[config.mk]
export PLATFORM = sky130hd
export DESIGN_NAME = mult_div_unit
export DESIGN_NICKNAME = d
export VERILOG_FILES = /design/src/rtl/mdu_pkg.sv /design/src/rtl/mdu_sign_fix.sv /design/src/rtl/mult_div_unit.sv
export SDC_FILE = /design/constraint.sdc
export NUM_CORES = 1
export LEC_CHECK = 0
export BUFFER_PORTS_ARGS = -buffer_cell sky130_fd_sc_hd__buf_2
export CAP_MARGIN = 20
export CORE_MARGIN = 8
export CORE_UTILIZATION = 25
export CTS_CLUSTER_SIZE = 12
export DETAILED_ROUTE_END_ITERATION = 10
export GPL_ROUTABILITY_DRIVEN = 0
export HOLD_SLACK_MARGIN = 0.02
export PLACE_DENSITY = 0.38
export SYNTH_ARGS = -nofsm -noshare
export SYNTH_HDL_FRONTEND = slang
export SYNTH_HIERARCHICAL = 1
export SYNTH_SLANG_ARGS = --single-unit
[constraint.sdc]
create_clock -name clk -period 15 [get_ports clk]
set_clock_uncertainty 0.05 [all_clocks]
set_input_delay 0.75 -clock clk [delete_from_list [all_inputs] [get_ports clk]]
set_output_delay 0.75 -clock clk [all_outputs]
set_load 0.03 [all_outputs]
[src/rtl/mdu_pkg.sv]
// rtl/mdu_pkg.sv - shared op encodings, state type and counter sizing for the multiply/divide unit
package mdu_pkg;

    localparam logic [1:0] OP_MULT  = 2'b00;
    localparam logic [1:0] OP_MULTU = 2'b01;
    localparam logic [1:0] OP_DIV   = 2'b10;
    localparam logic [1:0] OP_DIVU  = 2'b11;

    typedef enum logic [1:0] {
        IDLE = 2'b00,
        RUN  = 2'b01,
        SIGN = 2'b10
    } state_t;

    // Iteration counter must be able to hold the value W itself.
    function automatic int cnt_width(input int w);
        return $clog2(w) + 1;
    endfunction

endpackage

[src/rtl/mdu_sign_fix.sv]
// rtl/mdu_sign_fix.sv - conditional two's-complement negation
//
// Ports:
//   value   in  DATA_WIDTH  operand
//   negate  in  1           when set, result = -value, otherwise result = value
//   result  out DATA_WIDTH  conditionally negated operand
module mdu_sign_fix #(
    parameter int DATA_WIDTH = 32
) (
    input  logic [DATA_WIDTH-1:0] value,
    input  logic                  negate,
    output logic [DATA_WIDTH-1:0] result
);

    assign result = negate ? (~value + DATA_WIDTH'(1)) : value;

endmodule

[src/rtl/mult_div_unit.sv]
// rtl/mult_div_unit.sv - iterative radix-2 multiply/divide unit with HI/LO registers
//
// Ports:
//   clk, reset             clock, asynchronous active-high reset
//   start_i, op_i          issue pulse and operation (MULT/MULTU/DIV/DIVU)
//   a_i, b_i               rs/rt operands
//   cancel_i               aborts an in-flight op, blocks a same-cycle start
//   mthi_i, mtlo_i, wdata_i  direct HI/LO writes, honoured only when idle
//   busy_o                 op in flight
//   done_o, div_zero_o     result-written pulse, divide-by-zero pulse
//   hi_o, lo_o             HI/LO registers
module mult_div_unit
    import mdu_pkg::*;
#(
    parameter int DATA_WIDTH = 32
) (
    input  logic                  clk,
    input  logic                  reset,
    input  logic                  start_i,
    input  logic [1:0]            op_i,
    input  logic [DATA_WIDTH-1:0] a_i,
    input  logic [DATA_WIDTH-1:0] b_i,
    input  logic                  cancel_i,
    input  logic                  mthi_i,
    input  logic                  mtlo_i,
    input  logic [DATA_WIDTH-1:0] wdata_i,
    output logic                  busy_o,
    output logic                  done_o,
    output logic                  div_zero_o,
    output logic [DATA_WIDTH-1:0] hi_o,
    output logic [DATA_WIDTH-1:0] lo_o
);

    localparam int W  = DATA_WIDTH;
    localparam int CW = cnt_width(W);

    state_t          state;
    logic [CW-1:0]   cnt;
    logic            is_div;
    logic            neg_q;
    logic            neg_r;
    logic [W-1:0]    mag_b;
    logic [W-1:0]    a_raw;
    logic [2*W-1:0]  acc;

    // MULT and DIV have op_i[0] clear.
    logic signed_op;
    assign signed_op = ~op_i[0];

    logic [W-1:0] abs_a, abs_b;
    mdu_sign_fix #(.DATA_WIDTH(W)) u_abs_a (.value(a_i), .negate(signed_op & a_i[W-1]), .result(abs_a));
    mdu_sign_fix #(.DATA_WIDTH(W)) u_abs_b (.value(b_i), .negate(signed_op & b_i[W-1]), .result(abs_b));

    // Multiply step: acc = {partial product, remaining multiplier bits}.
    logic [W:0]     mul_sum;
    logic [2*W-1:0] mul_next;
    assign mul_sum  = {1'b0, acc[2*W-1:W]} + (acc[0] ? {1'b0, mag_b} : {(W+1){1'b0}});
    assign mul_next = {mul_sum, acc[W-1:1]};

    // Divide step: acc = {partial remainder, dividend bits / quotient bits}.
    // Remainder stays below the divisor, so bit W of the difference is the borrow.
    logic [W:0]     div_shift;
    logic [W:0]     div_diff;
    logic [2*W-1:0] div_next;
    assign div_shift = acc[2*W-1:W-1];
    assign div_diff  = div_shift - {1'b0, mag_b};
    assign div_next  = div_diff[W] ? {div_shift[W-1:0], acc[W-2:0], 1'b0}
                                   : {div_diff[W-1:0],  acc[W-2:0], 1'b1};

    logic [2*W-1:0] prod_fixed;
    logic [W-1:0]   quo_fixed, rem_fixed;
    mdu_sign_fix #(.DATA_WIDTH(2*W)) u_fix_prod (.value(acc), .negate(neg_q), .result(prod_fixed));
    mdu_sign_fix #(.DATA_WIDTH(W))   u_fix_quo  (.value(acc[W-1:0]), .negate(neg_q), .result(quo_fixed));
    mdu_sign_fix #(.DATA_WIDTH(W))   u_fix_rem  (.value(acc[2*W-1:W]), .negate(neg_r), .result(rem_fixed));

    always_ff @(posedge clk or posedge reset) begin
        if (reset) begin
            state      <= IDLE;
            cnt        <= '0;
            is_div     <= 1'b0;
            neg_q      <= 1'b0;
            neg_r      <= 1'b0;
            mag_b      <= '0;
            a_raw      <= '0;
            acc        <= '0;
            busy_o     <= 1'b0;
            done_o     <= 1'b0;
            div_zero_o <= 1'b0;
            hi_o       <= '0;
            lo_o       <= '0;
        end else begin
            done_o     <= 1'b0;
            div_zero_o <= 1'b0;
            case (state)
                IDLE: begin
                    if (mthi_i) hi_o <= wdata_i;
                    if (mtlo_i) lo_o <= wdata_i;
                    if (start_i && !cancel_i) begin
                        state  <= RUN;
                        busy_o <= 1'b1;
                        cnt    <= CW'(W);
                        is_div <= op_i[1];
                        mag_b  <= abs_b;
                        a_raw  <= a_i;
                        acc    <= {{W{1'b0}}, abs_a};
                        neg_q  <= signed_op & (a_i[W-1] ^ b_i[W-1]);
                        neg_r  <= signed_op & a_i[W-1];
                    end
                end
                RUN: begin
                    if (cancel_i) begin
                        state  <= IDLE;
                        busy_o <= 1'b0;
                    end else begin
                        acc <= is_div ? div_next : mul_next;
                        cnt <= cnt - CW'(1);
                        if (cnt == CW'(1)) state <= SIGN;
                    end
                end
                SIGN: begin
                    state  <= IDLE;
                    busy_o <= 1'b0;
                    if (!cancel_i) begin
                        done_o <= 1'b1;
                        if (!is_div) begin
                            {hi_o, lo_o} <= prod_fixed;
                        end else if (mag_b == '0) begin
                            hi_o       <= a_raw;
                            lo_o       <= '1;
                            div_zero_o <= 1'b1;
                        end else begin
                            hi_o <= rem_fixed;
                            lo_o <= quo_fixed;
                        end
                    end
                end
                default: begin
                    state  <= IDLE;
                    busy_o <= 1'b0;
                end
            endcase
        end
    end

endmodule

==> impl_results.md <==
* CTS root buf: clkbuf_16
* DR iter-0 viols at 989
* Max Clock Freq at 240 MHz
* PD cells at 170 mW/mm2
* Crit path DAT at 4.55 ns
* Cts hold-fix bufs at 0
* Die height at 289 um
* Placed Cells at 3349
* Setup TNS at 0 ns
* PnR worst setup slack at 10.83 ns
* Fillers at 8101
* Longest Clk Path Bufs at 3
* Routed wire length at 70000 um
* Critical Path Start Type: flop
* Largest net degree at the start of global routing at between 90 and 100
* Cts bufs inserted at 28
* Slew margin rel. at between 30% and 40%
* TritonRoute pass-1 iters at 5
* Grt met1 use at 22.9%
* Die footprint at about 0.084 mm2
* Worst-skew pair later-pin latency at 0.60 ns
* Top_reg_cell synth: dfrtp_1
* Yosys reg bits at 206
* Pre-CTS WS at 10.88 ns
* Clock-pin slew of the registers on the worst-case setup and hold paths at 0.07 ns
* Peak supply drop at 0.109 mV
* Final period util at 27.8%
* WS Path Type: flop to flop
* Vias in the first global route at 17182
* Via Count at 17169
* Slew @ Worst Pin at 1.05 ns
* Final slew viol count at 0
* First-pass GRT wire length at about 110000 um
* Detailed-route vias per instance at just over 5
* Yosys Warn Count at 6
* Core Region at about 0.074 mm2
* Leakage Power at around 8.4 nW
* Status: complete, no violations
* Max-cap viol count at 0
* Layout cells sized above 1 at roughly 14%
* CTS tree: yes
* Max FO, Critical Path at 17
* Post-Syn Area at 0.0186 mm2
* ANT nets after route at 0
* GRT Residual Overflow at 0
* Hpwl dp at around 53000 um
* Cells after Synth at 2321
* Post-cts repair resize count at 0
* Syn_nets at 2498
* Post-synthesis async set-or-reset flop share at 100%
* RSZ-0062 raised after global routing: false
* I/O pin count at 171
* Worst hold margin at around 0.18 ns
* Nets at roughly 2600
* Die width at around 290 um
* Sink Count at 206
* H-tree levels at 1
* Hold Vio Cnt, Final at 0
* Most Crowded Layer GR: met2
* Post-synth EDFFs at 0
* GRT Overall Usage at roughly 16%
* Row count at 100
* Non-Filler Instances at approximately 3400
* Global-route met2 utilization at 26.7%
* CP Data Required Time at between 15 and 20 ns
* Avg WL per Cell at 20.6 um
* Area Growth Syn to Fin at 15.0%
* Postcts setup bufs at 0
* Initial Util at 25.1%
* Met3 Track Usage GR at between 1.5 and 2%
* Seq/Total Area, Yosys at 27.6%
* Min-Delay Path Class: primary input to asynchronous set/reset pin
* Initial antenna violation count at 2
* Crit path capture type: flop
* Port bufs at 170
* Netlist cell types at a little over 90
* Mean Syn Cell Area at 8.03 um2
* Fin crit period at 4.17 ns
* # DRC at 0
* Final setup fails at 0
## through the flow
| stage | area (um2) | utilization (%) | power (W) |
|---|---|---|---|
| after floorplan | 18600 | - | 0.00233 |
| after global placement | 20400 | 27.5 | 0.00289 |
| after detailed placement | 20400 | 27.5 | 0.00288 |
| after CTS | 21400 | 28.9 | 0.00367 |
| after global routing | 21400 | 28.9 | 0.00394 |
| final | 21500 | 28.9 | 0.00364 |
## routing by layer
layer | wire length, um | part of all wire (%)
met2 | 31800 | 45
met3 | 3050 | 4.4
met4 | 1530 | 2.2
met1 | 33600 | 48
met5 | 13 | 0.019
## placed cells by master (no fill, tap or decap), types with 7 or more instances in the layout
cell type | netlist | layout
nand2_1 | 286 | 286
a21oi_1 | 237 | 235
xnor2_1 | 222 | 222
nor2_1 | 220 | 218
dfrtp_1 | 206 | 204
o21ai_0 | 191 | 191
buf_2 | 9 | 170
mux2i_1 | 76 | 76
ha_1 | 71 | 71
inv_1 | 64 | 63
o31ai_1 | 59 | 59
a211oi_1 | 43 | 43
and2_1 | 36 | 36
nand2b_1 | 30 | 29
nor3_1 | 29 | 28
clkbuf_16 | 0 | 28
buf_4 | 7 | 28
o41ai_1 | 28 | 28
a21o_1 | 26 | 26
nand3_1 | 25 | 25
nor4_1 | 24 | 24
or3_1 | 21 | 21
o41ai_2 | 21 | 21
nand4_1 | 19 | 19
nor4_4 | 17 | 17
a221o_1 | 15 | 15
nor2b_1 | 17 | 14
o211ai_1 | 13 | 13
o21a_1 | 13 | 13
xor2_1 | 12 | 12
or2_2 | 11 | 11
o21bai_1 | 9 | 9
a22oi_1 | 9 | 9
or2b_1 | 8 | 8
or4_1 | 8 | 8
o221ai_1 | 7 | 7
clkbuf_8 | 0 | 7
## worst max-delay path, cell delays in order, from the launching register on
cell and delay, ns:
dfrtp_1 0.59, inv_1 0.09, ha_1 0.22, fa_1 0.38, nor2b_1 0.20, o31ai_1 0.16
a211oi_1 0.60, o21ai_1 0.19, a21oi_2 0.27, o21a_1 0.64, nor2_4 0.24, mux2i_1 0.23
o221ai_1 0.14
## report_power, final
part,switching [W],leakage [nW],internal (W)
logic,0.00110,5.41,0.000781
registers,0.000319,2.50,0.000680
clock network,0.000294,0.509,0.000465
total,0.00171,8.42,0.00193
## cell type report
cell class	instances	area, um2	share of cell area (%)
well taps	969	1210	5.65
multi-input cells	1912	12700	59.3
clock inverters	14	230	1.07
inverters	64	248	1.15
flip-flops and latches	206	5160	24.1
clock buffers	38	808	3.77
repair buffers	198	1060	4.95
diodes	2	5.00	0.0233
## state kept, by name, indices dropped and copies added (netlist names)
| register | cells |
|---|---|
| hi_o | 32 |
| div_zero_o | 1 |
| neg_r | 1 |
| busy_o | 1 |
| done_o | 1 |
| lo_o | 32 |
| acc | 64 |
| state | 2 |
| neg_q | 1 |
| is_div | 1 |
| mag_b | 32 |
| a_raw | 32 |
| cnt | 6 |
## synth_stat cells (11+ instances only)
cell	instances	share of area, %
ha_1	71	4.8
dfrtp_1	206	28
o41ai_1	28	1.3
o211ai_1	13	0.52
a21oi_1	237	6.4
nand4_1	19	0.64
o21ai_0	191	5.1
xnor2_1	222	10
nor4_1	24	0.81
a211oi_1	43	1.7
a21o_1	26	1.0
nor2b_1	17	0.57
buf_1	17	0.34
or3_1	21	0.70
nand2_1	286	5.8
inv_1	64	1.3
nor4_4	17	1.9
nand2b_1	30	1.0
or2_2	11	0.37
o31ai_1	59	2.4
clkbuf_1	101	2.0
o41ai_2	21	1.8
and2_1	36	1.2
nand3_1	25	0.67
a221o_1	15	0.81
nor3_1	29	0.78
o21a_1	13	0.52
nor2_1	220	4.4
mux2i_1	76	4.1
xor2_1	12	0.56
## cell families after synthesis
kind of cell               count (synthesis)  share of synthesized area, %
buffers and inverters                    203                          4.42
muxes                                     77                          4.14
AOI/OAI and AO/OA                        736                          25.9
and+or+nand+nor                          792                          22.0
xor gates and xnor gates                 234                          11.0
adders and majority gates                 73                          4.98
DFF                                      206                          27.6
## path summary, 6_finish.rpt
kind | start | to | slack [ns] | depth (start not counted)
setup / recovery | acc[31] | acc[49] | 10.83 | 12
setup reg to reg | acc[31] | acc[49] | 10.83 | 12
max in group asynchronous | reset | is_div | 13.25 | 3
min in group clk | a_i[27] | a_raw[27] | 0.36 | 3
hold reg to reg | a_raw[30] | a_raw[30] | 0.43 | 2
hold / removal | reset | lo_o[2] | 0.18 | 2
Note: power is estimated with default switching activity, not from simulation.
